**src/rtl/jk_word_loader_pkg.sv**
```systemverilog
`default_nettype none
// +------------------------------------------------------------------+
// | jk_pkg                                                           |
// | Shared state encoding and per-bit JK excitation for the loader.  |
// | Revision: 1.0                                                    |
// +------------------------------------------------------------------+
package jk_pkg;

  typedef enum logic [1:0] {
    ST_IDLE   = 2'd0,
    ST_DRIVE  = 2'd1,
    ST_SETTLE = 2'd2
  } state_t;

  // Returns {J, K}; toggle (1,1) is never produced.
  function automatic logic [1:0] jk_excite_bit(input logic t, input logic q);
    logic [1:0] jk;
    jk = 2'b00;
    if (t && !q) begin
      jk = 2'b10;
    end else if (!t && q) begin
      jk = 2'b01;
    end
    return jk;
  endfunction

endpackage : jk_pkg
`default_nettype wire

```
**src/rtl/jk_word_loader_if.sv**
```systemverilog
`default_nettype none
// +------------------------------------------------------------------+
// | jk_word_loader_if                                                |
// | Word handshake plus JK bank drive/feedback bundle.               |
// | Revision: 1.0                                                    |
// +------------------------------------------------------------------+
interface jk_word_loader_if #(
  parameter int WIDTH = 8
);
  logic             in_valid;
  logic             in_ready;
  logic [WIDTH-1:0] in_data;
  logic [WIDTH-1:0] q_fb;
  logic [WIDTH-1:0] j;
  logic [WIDTH-1:0] k;
  logic             done;
  logic             error;

  // Environment side: offers words and returns the bank's Q.
  modport master (
    output in_valid, in_data, q_fb,
    input  in_ready, j, k, done, error
  );

  // Loader side.
  modport slave (
    input  in_valid, in_data, q_fb,
    output in_ready, j, k, done, error
  );
endinterface : jk_word_loader_if
`default_nettype wire

```
**src/rtl/jk_word_loader_excite.sv**
```systemverilog
`default_nettype none
// +------------------------------------------------------------------+
// | jk_excite                                                        |
// | Combinational per-bit J/K excitation from target and bank Q.     |
// | Revision: 1.0                                                    |
// +------------------------------------------------------------------+
module jk_excite
  import jk_pkg::*;
#(
  parameter int WIDTH = 8
) (
  input  logic [WIDTH-1:0] target,
  input  logic [WIDTH-1:0] q,
  output logic [WIDTH-1:0] j_next,
  output logic [WIDTH-1:0] k_next
);

  generate
    for (genvar i = 0; i < WIDTH; i++) begin : g_bit
      logic [1:0] w_jk;
      assign w_jk      = jk_excite_bit(target[i], q[i]);
      assign j_next[i] = w_jk[1];
      assign k_next[i] = w_jk[0];
    end
  endgenerate

endmodule : jk_excite
`default_nettype wire

```
**src/rtl/jk_word_loader.sv**
```systemverilog
`default_nettype none
// +------------------------------------------------------------------+
// | jk_word_loader                                                   |
// | Loads a target word into a JK flip-flop bank with verify/retry.  |
// | Revision: 1.0                                                    |
// +------------------------------------------------------------------+
module jk_word_loader
  import jk_pkg::*;
#(
  parameter int WIDTH     = 8,
  parameter int SETTLE    = 1,
  parameter int MAX_RETRY = 2
) (
  input  logic          clock,
  input  logic          clear,
  jk_word_loader_if.slave bus
);

  localparam int c_RW = (MAX_RETRY > 0) ? $clog2(MAX_RETRY + 1) : 1;
  localparam int c_SW = (SETTLE > 1) ? $clog2(SETTLE) : 1;
  localparam logic [c_RW-1:0] c_MAX_RETRY   = c_RW'(MAX_RETRY);
  localparam logic [c_SW-1:0] c_SETTLE_LOAD = c_SW'(SETTLE - 1);

  state_t            r_state;
  logic [WIDTH-1:0]  r_target;
  logic [WIDTH-1:0]  r_j;
  logic [WIDTH-1:0]  r_k;
  logic [c_SW-1:0]   r_cnt;
  logic [c_RW-1:0]   r_retry;
  logic              r_done;
  logic              r_error;

  state_t            w_state;
  logic [WIDTH-1:0]  w_target;
  logic [WIDTH-1:0]  w_j;
  logic [WIDTH-1:0]  w_k;
  logic [c_SW-1:0]   w_cnt;
  logic [c_RW-1:0]   w_retry;
  logic              w_done;
  logic              w_error;

  logic [WIDTH-1:0]  w_exc_target;
  logic [WIDTH-1:0]  w_exc_j;
  logic [WIDTH-1:0]  w_exc_k;

  // At accept the target is not registered yet, so excite straight from in_data.
  assign w_exc_target = (r_state == ST_IDLE) ? bus.in_data : r_target;

  jk_excite #(
    .WIDTH (WIDTH)
  ) u_excite (
    .target (w_exc_target),
    .q      (bus.q_fb),
    .j_next (w_exc_j),
    .k_next (w_exc_k)
  );

  always_ff @(posedge clock or negedge clear) begin
    if (!clear) begin
      r_state  <= ST_IDLE;
      r_target <= '0;
      r_j      <= '0;
      r_k      <= '0;
      r_cnt    <= '0;
      r_retry  <= '0;
      r_done   <= 1'b0;
      r_error  <= 1'b0;
    end else begin
      r_state  <= w_state;
      r_target <= w_target;
      r_j      <= w_j;
      r_k      <= w_k;
      r_cnt    <= w_cnt;
      r_retry  <= w_retry;
      r_done   <= w_done;
      r_error  <= w_error;
    end
  end

  always_comb begin
    w_state  = r_state;
    w_target = r_target;
    w_j      = '0;
    w_k      = '0;
    w_cnt    = r_cnt;
    w_retry  = r_retry;
    w_done   = 1'b0;
    w_error  = 1'b0;

    case (r_state)
      ST_IDLE: begin
        if (bus.in_valid) begin
          w_target = bus.in_data;
          w_j      = w_exc_j;
          w_k      = w_exc_k;
          w_retry  = '0;
          w_state  = ST_DRIVE;
        end
      end

      ST_DRIVE: begin
        w_cnt   = c_SETTLE_LOAD;
        w_state = ST_SETTLE;
      end

      ST_SETTLE: begin
        if (r_cnt != '0) begin
          w_cnt = r_cnt - c_SW'(1);
        end else if (bus.q_fb == r_target) begin
          w_done  = 1'b1;
          w_state = ST_IDLE;
        end else if (r_retry < c_MAX_RETRY) begin
          w_retry = r_retry + c_RW'(1);
          w_j     = w_exc_j;
          w_k     = w_exc_k;
          w_state = ST_DRIVE;
        end else begin
          w_error = 1'b1;
          w_state = ST_IDLE;
        end
      end

      default: begin
        w_state = ST_IDLE;
      end
    endcase
  end

  assign bus.in_ready = (r_state == ST_IDLE);
  assign bus.j        = r_j;
  assign bus.k        = r_k;
  assign bus.done     = r_done;
  assign bus.error    = r_error;

endmodule : jk_word_loader
`default_nettype wire

```
**src/flat_wrapper.sv**
```systemverilog
// flat-port wrapper written by rule: the top's interface ports become plain ports
module jk_word_loader_flat import jk_pkg::*;
#(
  parameter int WIDTH     = 8,
  parameter int SETTLE    = 1,
  parameter int MAX_RETRY = 2
)
  (clock, clear, bus_in_valid, bus_in_data, bus_q_fb, bus_in_ready, bus_j, bus_k, bus_done, bus_error);
  jk_word_loader_if #(.WIDTH(WIDTH)) bus_i ();
  input  logic clock;
  input  logic clear;
  input wire logic [$bits(bus_i.in_valid)-1:0] bus_in_valid;
  input wire logic [$bits(bus_i.in_data)-1:0] bus_in_data;
  input wire logic [$bits(bus_i.q_fb)-1:0] bus_q_fb;
  output wire logic [$bits(bus_i.in_ready)-1:0] bus_in_ready;
  output wire logic [$bits(bus_i.j)-1:0] bus_j;
  output wire logic [$bits(bus_i.k)-1:0] bus_k;
  output wire logic [$bits(bus_i.done)-1:0] bus_done;
  output wire logic [$bits(bus_i.error)-1:0] bus_error;
  assign bus_i.in_valid = bus_in_valid;
  assign bus_i.in_data = bus_in_data;
  assign bus_i.q_fb = bus_q_fb;
  assign bus_in_ready = bus_i.in_ready;
  assign bus_j = bus_i.j;
  assign bus_k = bus_i.k;
  assign bus_done = bus_i.done;
  assign bus_error = bus_i.error;
  jk_word_loader #(.WIDTH(WIDTH), .SETTLE(SETTLE), .MAX_RETRY(MAX_RETRY)) u_core (.clock(clock), .clear(clear), .bus(bus_i));
endmodule
```
**config.mk**
```make
export PLATFORM = sky130hd
export DESIGN_NAME = jk_word_loader_flat
export DESIGN_NICKNAME = d
export VERILOG_FILES = /design/src/rtl/jk_word_loader_pkg.sv /design/src/rtl/jk_word_loader_if.sv /design/src/rtl/jk_word_loader_excite.sv /design/src/rtl/jk_word_loader.sv /design/src/flat_wrapper.sv
export SDC_FILE = /design/constraint.sdc
export NUM_CORES = 1
export LEC_CHECK = 0
export BUFFER_PORTS_ARGS = -buffer_cell sky130_fd_sc_hd__clkbuf_2
export CAP_MARGIN = 30
export CORE_MARGIN = 2
export CORE_UTILIZATION = 48
export CTS_BUF_LIST = sky130_fd_sc_hd__clkbuf_4
export DETAILED_ROUTE_END_ITERATION = 12
export HOLD_SLACK_MARGIN = 0.1
export PLACE_DENSITY = 0.77
export RECOVER_POWER = 50
export REMOVE_ABC_BUFFERS = 1
export SLEW_MARGIN = 20
export SYNTH_ARGS = -nofsm -noshare
export SYNTH_HDL_FRONTEND = slang
export SYNTH_SLANG_ARGS = --single-unit
export TNS_END_PERCENT = 1
```
**constraint.sdc**
```tcl
create_clock -name clock -period 1.23 [get_ports clock]
set_input_delay 0.0615 -clock clock [delete_from_list [all_inputs] [get_ports clock]]
set_output_delay 0.0615 -clock clock [all_outputs]
set_load 0.02 [all_outputs]
```
# Yosys cells after proc, flatten, opt, wreduce, memory -nomap -nowiden
# Index checks and enable logic that the tools add are counted.
[totals]
reg_bits = 31
in_bits = 19
out_inout_bits = 19
wordCells = 102
[op_classes]
add_sub_neg = 2
magnitude_cmp = 1
n_eq_ne = 7
muxes = 46
reduce_logical = 38
[op_table]
columns = ["op", "count"]
rows = [
  ["2-to-1 mux 8 bit", 9],
  ["one-hot mux 8 bit (2 select lines)", 2],
  ["2-to-1 mux 2 bit", 15],
  ["2-to-1 mux 1 bit", 17],
  ["logical AND 1 bit", 16],
  ["zero test 1 bit", 16],
  ["equality test 8 bit", 1],
  ["inequality test 2 bit (second input constant)", 3],
  ["one-hot mux 2 bit (3 select lines)", 1],
  ["AND reduction 5 bit", 1],
  ["one-hot mux 2 bit (2 select lines)", 1],
  ["AND reduction 2 bit", 2],
  ["nonzero test 2 bit", 2],
  ["adder 2 x 1 -> 2 bit (second input constant)", 1],
  ["equality test 2 x 1 -> 1 bit (second input constant)", 1],
  ["equality test 2 bit (second input constant)", 1],
  ["zero test 2 bit", 1],
  ["< comparator 2 bit (second input constant)", 1],
  ["inequality test 2 x 1 -> 1 bit (second input constant)", 1],
  ["one-hot mux 1 bit (2 select lines)", 1],
  ["subtractor 1 bit (second input constant)", 1],
]

# Depth between registers and ports, before layout
[logic_depth]
ltp_word = 10
depth_mapped = 6
mapped_depth_nobuf = 4

# Modules after synthesis
# A second synthesis with hierarchy kept.
[unflattened]
cells_unflattened = 112
area_unflattened_um2 = 1487.7
[by_module_without_submodules]
columns = ["module", "n_inst", "cells_per_inst", "area_each_um2", "seq_area_each_um2"]
rows = [
  ["jk_word_loader", 1, 96, 1347.5, 750.7],
  ["jk_excite", 1, 16, 140.1, 0.0],
]

# Worst setup path before layout
# OpenSTA, ideal clock, no wires.
[synth_path]
kind = "flip-flop to flip-flop"
start = "register u_core.r_state[1]"
end = "register u_core.r_target[2]"
setup_ns = 0.125
arrival_time_ns = 1.291
required_ns = 1.105
slack_ns = -0.186
path_stages_with_launch = 6
path_buffers = 2
synth_period_minus_slack_ns = 1.416
path_cell_list = "dfrtp_1 buf_6 nor2_8 nand2_4 buf_6 mux2_4"
[synth_between]
elab_chain_cells = 2
[synth_lines]
columns = ["item", "line_no", "rtl"]
rows = [
  ["start, declared", "jk_word_loader.sv:24", "state_t r_state;"],
  ["start signal, assigned", "jk_word_loader.sv:69", "r_state <= w_state;"],
  ["zero test 2 bit", "--", ""],
  ["net bus_in_ready", "flat_wrapper.sv:15", "output wire logic [$bits(bus_i.in_ready)-1:0] bus_in_ready;"],
  ["AND reduction 2 bit (no line)", "--", ""],
  ["end signal, assigned", "jk_word_loader.sv:70", "r_target <= w_target;"],
  ["end, declared", "jk_word_loader.sv:25", "logic [WIDTH-1:0] r_target;"],
]
# The timed path passes the listed nets, and every way through them passes these cells.
# A chain may end at the register's enable or synchronous reset.

# Worst setup path after layout
[layout_path]
start = "register u_core.r_target[2]"
end = "register u_core.r_j[5], in the netlist u_core.bus.j[5]"
[layout_between]
elab_chain_cells = 4
[layout_lines]
columns = ["item", "line_no", "rtl"]
rows = [
  ["equality test 8 bit", "jk_word_loader.sv:109", "end else if (bus.q_fb == r_target) begin"],
  ["2-to-1 mux 8 bit", "jk_word_loader.sv:109", ""],
  ["2-to-1 mux 8 bit", "jk_word_loader.sv:107", "if (r_cnt != '0) begin"],
  ["one-hot mux 8 bit (2 select lines)", "jk_word_loader.sv:90", "case (r_state)"],
  ["net u_core.w_j[5]", "jk_word_loader.sv:35", "logic [WIDTH-1:0] w_j;"],
  ["end signal, assigned", "jk_word_loader.sv:71", "r_j <= w_j;"],
  ["end, declared", "jk_word_loader.sv:26", "logic [WIDTH-1:0] r_j;"],
]
# The timed path passes the listed nets, and every way through them passes these cells.

==> impl_metrics.ini <==
[yosys]
yosys.area.top_type = dfrtp_1
postSynth.asyncResetShare_pct = 100
synth.most_common_cell = dfrtp_1
synth_cell_types = 25
syn_avg_cell_area_um2 = 12.8
synth_edf_count = 0
synth.area.top_cells = dfrtp_1 56%, mux2i_1 6.0%, xnor2_1 5.2%, mux2_2 5.0%, a211oi_1 4.5%
synthFlopType = dfrtp_1
synth_area_um2 = 1340
yosys_warnings = 0
synth_seq_cells = 30
synthCells = 105
yosysTopAreaCellShare_pct = 56.0
ys_seq_area_share_pct = 56.0
synth_commonest_cells = 30 x dfrtp_1, 11 x nand2_1, 9 x a21oi_1

[power_and_ir_drop]
irDropWorstVdd_mv = 1.74
p_per_area_nw_per_um2 = 2380
finalPower_w = 0.00486
p_leak_nw = 1.00

[placed_design]
hpwl_um = 1990
place.gp.congestion = 0.808
dp.cells = 186
dp_slack_ns = -0.137
dpl_cell_area_um2 = 1650
port-buffer-count = 37

[outcome]
status = finished with violations
violations = setup timing

[detailed_routing]
drcViolationCount = 0
routed_wl_um = 3510
detail_route.wl_per_cell_um = 16.2
drtIter0Drc = 26
antenna_left = 0
vias_per_cell = 5.28
drt_pre_antenna_iters = 4
vias = 1146

[worst_setup_path]
crit_chain = xnor2_2, nand4_1, o21ai_2, buf_4, a211oi_1
reg2reg_depth = 5
crit_path_end_kind = flop
path_max_fanout = 4
path_depth = 5
worst_setup_path_start_kind = flop
path_buf_inv = 1
cp_top_family = flip-flops
required_ns = 1.45
cp_slowest_cell = dfrtp_2
cp.arrival_ns = 1.65
setup.worst_path.class = reg -> reg
cpPeakStageDelay_ns = 0.46

[final_layout]
syn2layout_area_growth_pct = 52.6
fin_area_um2 = 2040
drive_gt1_share_pct = 52.7
diodes = 0
finish.utilization_pct = 75.4
instances_no_fill = 217
nets = 204
fill_cells = 172

[die]
core_area_um2 = 2710
die_x_um = 56.8
start_util_pct = 49.4
dieArea_um2 = 3230
rows = 19
ios = 38
die_h_um = 56.8

[grt]
antenna_found_initial = 0
grt_pass1_wl_um = 5350
grt_max_degree = 31
overflow = 0
grt_use_total_pct = 22.4
grt_pass1_vias = 1188

[sta]
rsz0062_at_grt = true
drv_slew = 0
fmax_mhz = 699
relSlewSlack_pct = 50.3
fin_ws_ns = -0.200
skew_ns = 0.00867
final.period_utilization_pct = 116
setup_viol = 24
post-route-min-period_ns = 1.43
worstMarginPinSlew_ns = 0.746
hold_violations = 0

[clock_network]
clock_path_buffers = 2
cts_made_buffers = 5
clock-root-buffer = clkbuf_4
tritoncts = yes
clkTransAtPathRegs_ns = 0.09
clk_latency_ns = 0.33
h-tree-depth = 2
clkSinkCount = 30

[job]
max_cap_viol_count = 0

[min_path]
hold_path_depth = 4
hold_path.class = in -> reg
## worst paths after layout
| path | start | endpoint | slack (ns) |
|---|---|---|---|
| max in group asynchronous | clear | u_core.r_target[2]$_DFFE_PN0P_ | 0.31 |
| hold reg to reg | u_core.r_retry[0]$_DFFE_PN0P_ | u_core.r_retry[1]$_DFFE_PN0P_ | 0.61 |
| setup reg to reg | u_core.r_target[2]$_DFFE_PN0P_ | u_core.bus.j[5]$_DFF_PN0_ | -0.20 |
| min in group asynchronous | clear | u_core.bus.j[6]$_DFF_PN0_ | 0.40 |
| hold / removal | bus_in_valid | u_core.r_retry[0]$_DFFE_PN0P_ | 0.12 |
| setup / recovery | u_core.r_target[2]$_DFFE_PN0P_ | u_core.bus.j[5]$_DFF_PN0_ | -0.20 |
## cells by family after synthesis
family	after synthesis	synth area share [%]
mux	16	13.3
xor+xnor	8	5.23
flops	30	56.0
buf+inv	4	2.89
compound gates	22	10.6
simple gates	25	12.0
## per-stage QoR
| stage | TNS (ns) | hold slack [ns] |
|---|---|---|
| floorplan | -4.07 | -0.234 |
| global placement | -2.03 | 0.0867 |
| detailed placement | -2.76 | 0.0904 |
| CTS | -2.07 | 0.109 |
| global route | -5.35 | 0.105 |
| finish | -3.40 | 0.119 |
## routing by layer
metal	global-route usage, %	vias up	wire length (um)
li1	-	539	-
met5	0	-	0
met3	8.06	8	154
met1	25.5	574	1460
met4	7.64	0	64
met2	38.7	25	1830
## flip-flops by register name (all words and copies together), names as in the netlist
name / cells
u_core.r_retry: 2
u_core.bus.j: 8
u_core.bus.k: 8
u_core.r_target: 8
u_core.r_state: 2
u_core.bus.done: 1
u_core.bus.error: 1
## timing repair
action	CTS	global route
setup buffers	4	2
pin swaps	14	4
hold buffers	17	0
hold endpoints to repair	54	0
gates resized for setup	14	12
cloned	0	0
setup endpoints to repair	28	30
## cells in the final DEF, fill, tap and decap left out, types with 2 or more instances in the layout
cell,instances
clkbuf_2,37
dfrtp_1,27
buf_4,19
dlygate4sd3_1,17
nand2_1,11
a21oi_1,8
xnor2_2,7
mux2_2,6
clkbuf_4,6
a211oi_1,5
mux2i_1,4
buf_6,4
a211oi_2,3
dfrtp_2,3
nand4_1,2
mux2i_2,2
mux2i_4,2
and4_1,2
nor2_1,2
mux2_4,2
o21ai_0,2
## cell type report
| type | instances | area [um^2] | area share (%) |
|---|---|---|---|
| Sequential cell | 30 | 754 | 36.9 |
| Multi-Input combinational cell | 71 | 654 | 32.0 |
| Timing Repair Buffer | 77 | 543 | 26.6 |
| Clock buffer | 6 | 45.0 | 2.20 |
| Tap cell | 31 | 38.8 | 1.90 |
| Clock inverter | 2 | 8.76 | 0.428 |
## worst min-delay path, delay by kind of cell
family / cells / cell delay, ns
buf+inv: 1 / 0.11
simple gates: 1 / 0.08
compound gates: 2 / 0.16
## report_power, final
part	total [W]	internal, W	switching (W)	leakage, nW
clock	0.000573	0.000236	0.000337	0.0331
sequential	0.00162	0.00132	0.000299	0.387
combinational	0.00267	0.00140	0.00127	0.584
No activity file was read; power rests on OpenSTA's default activity.
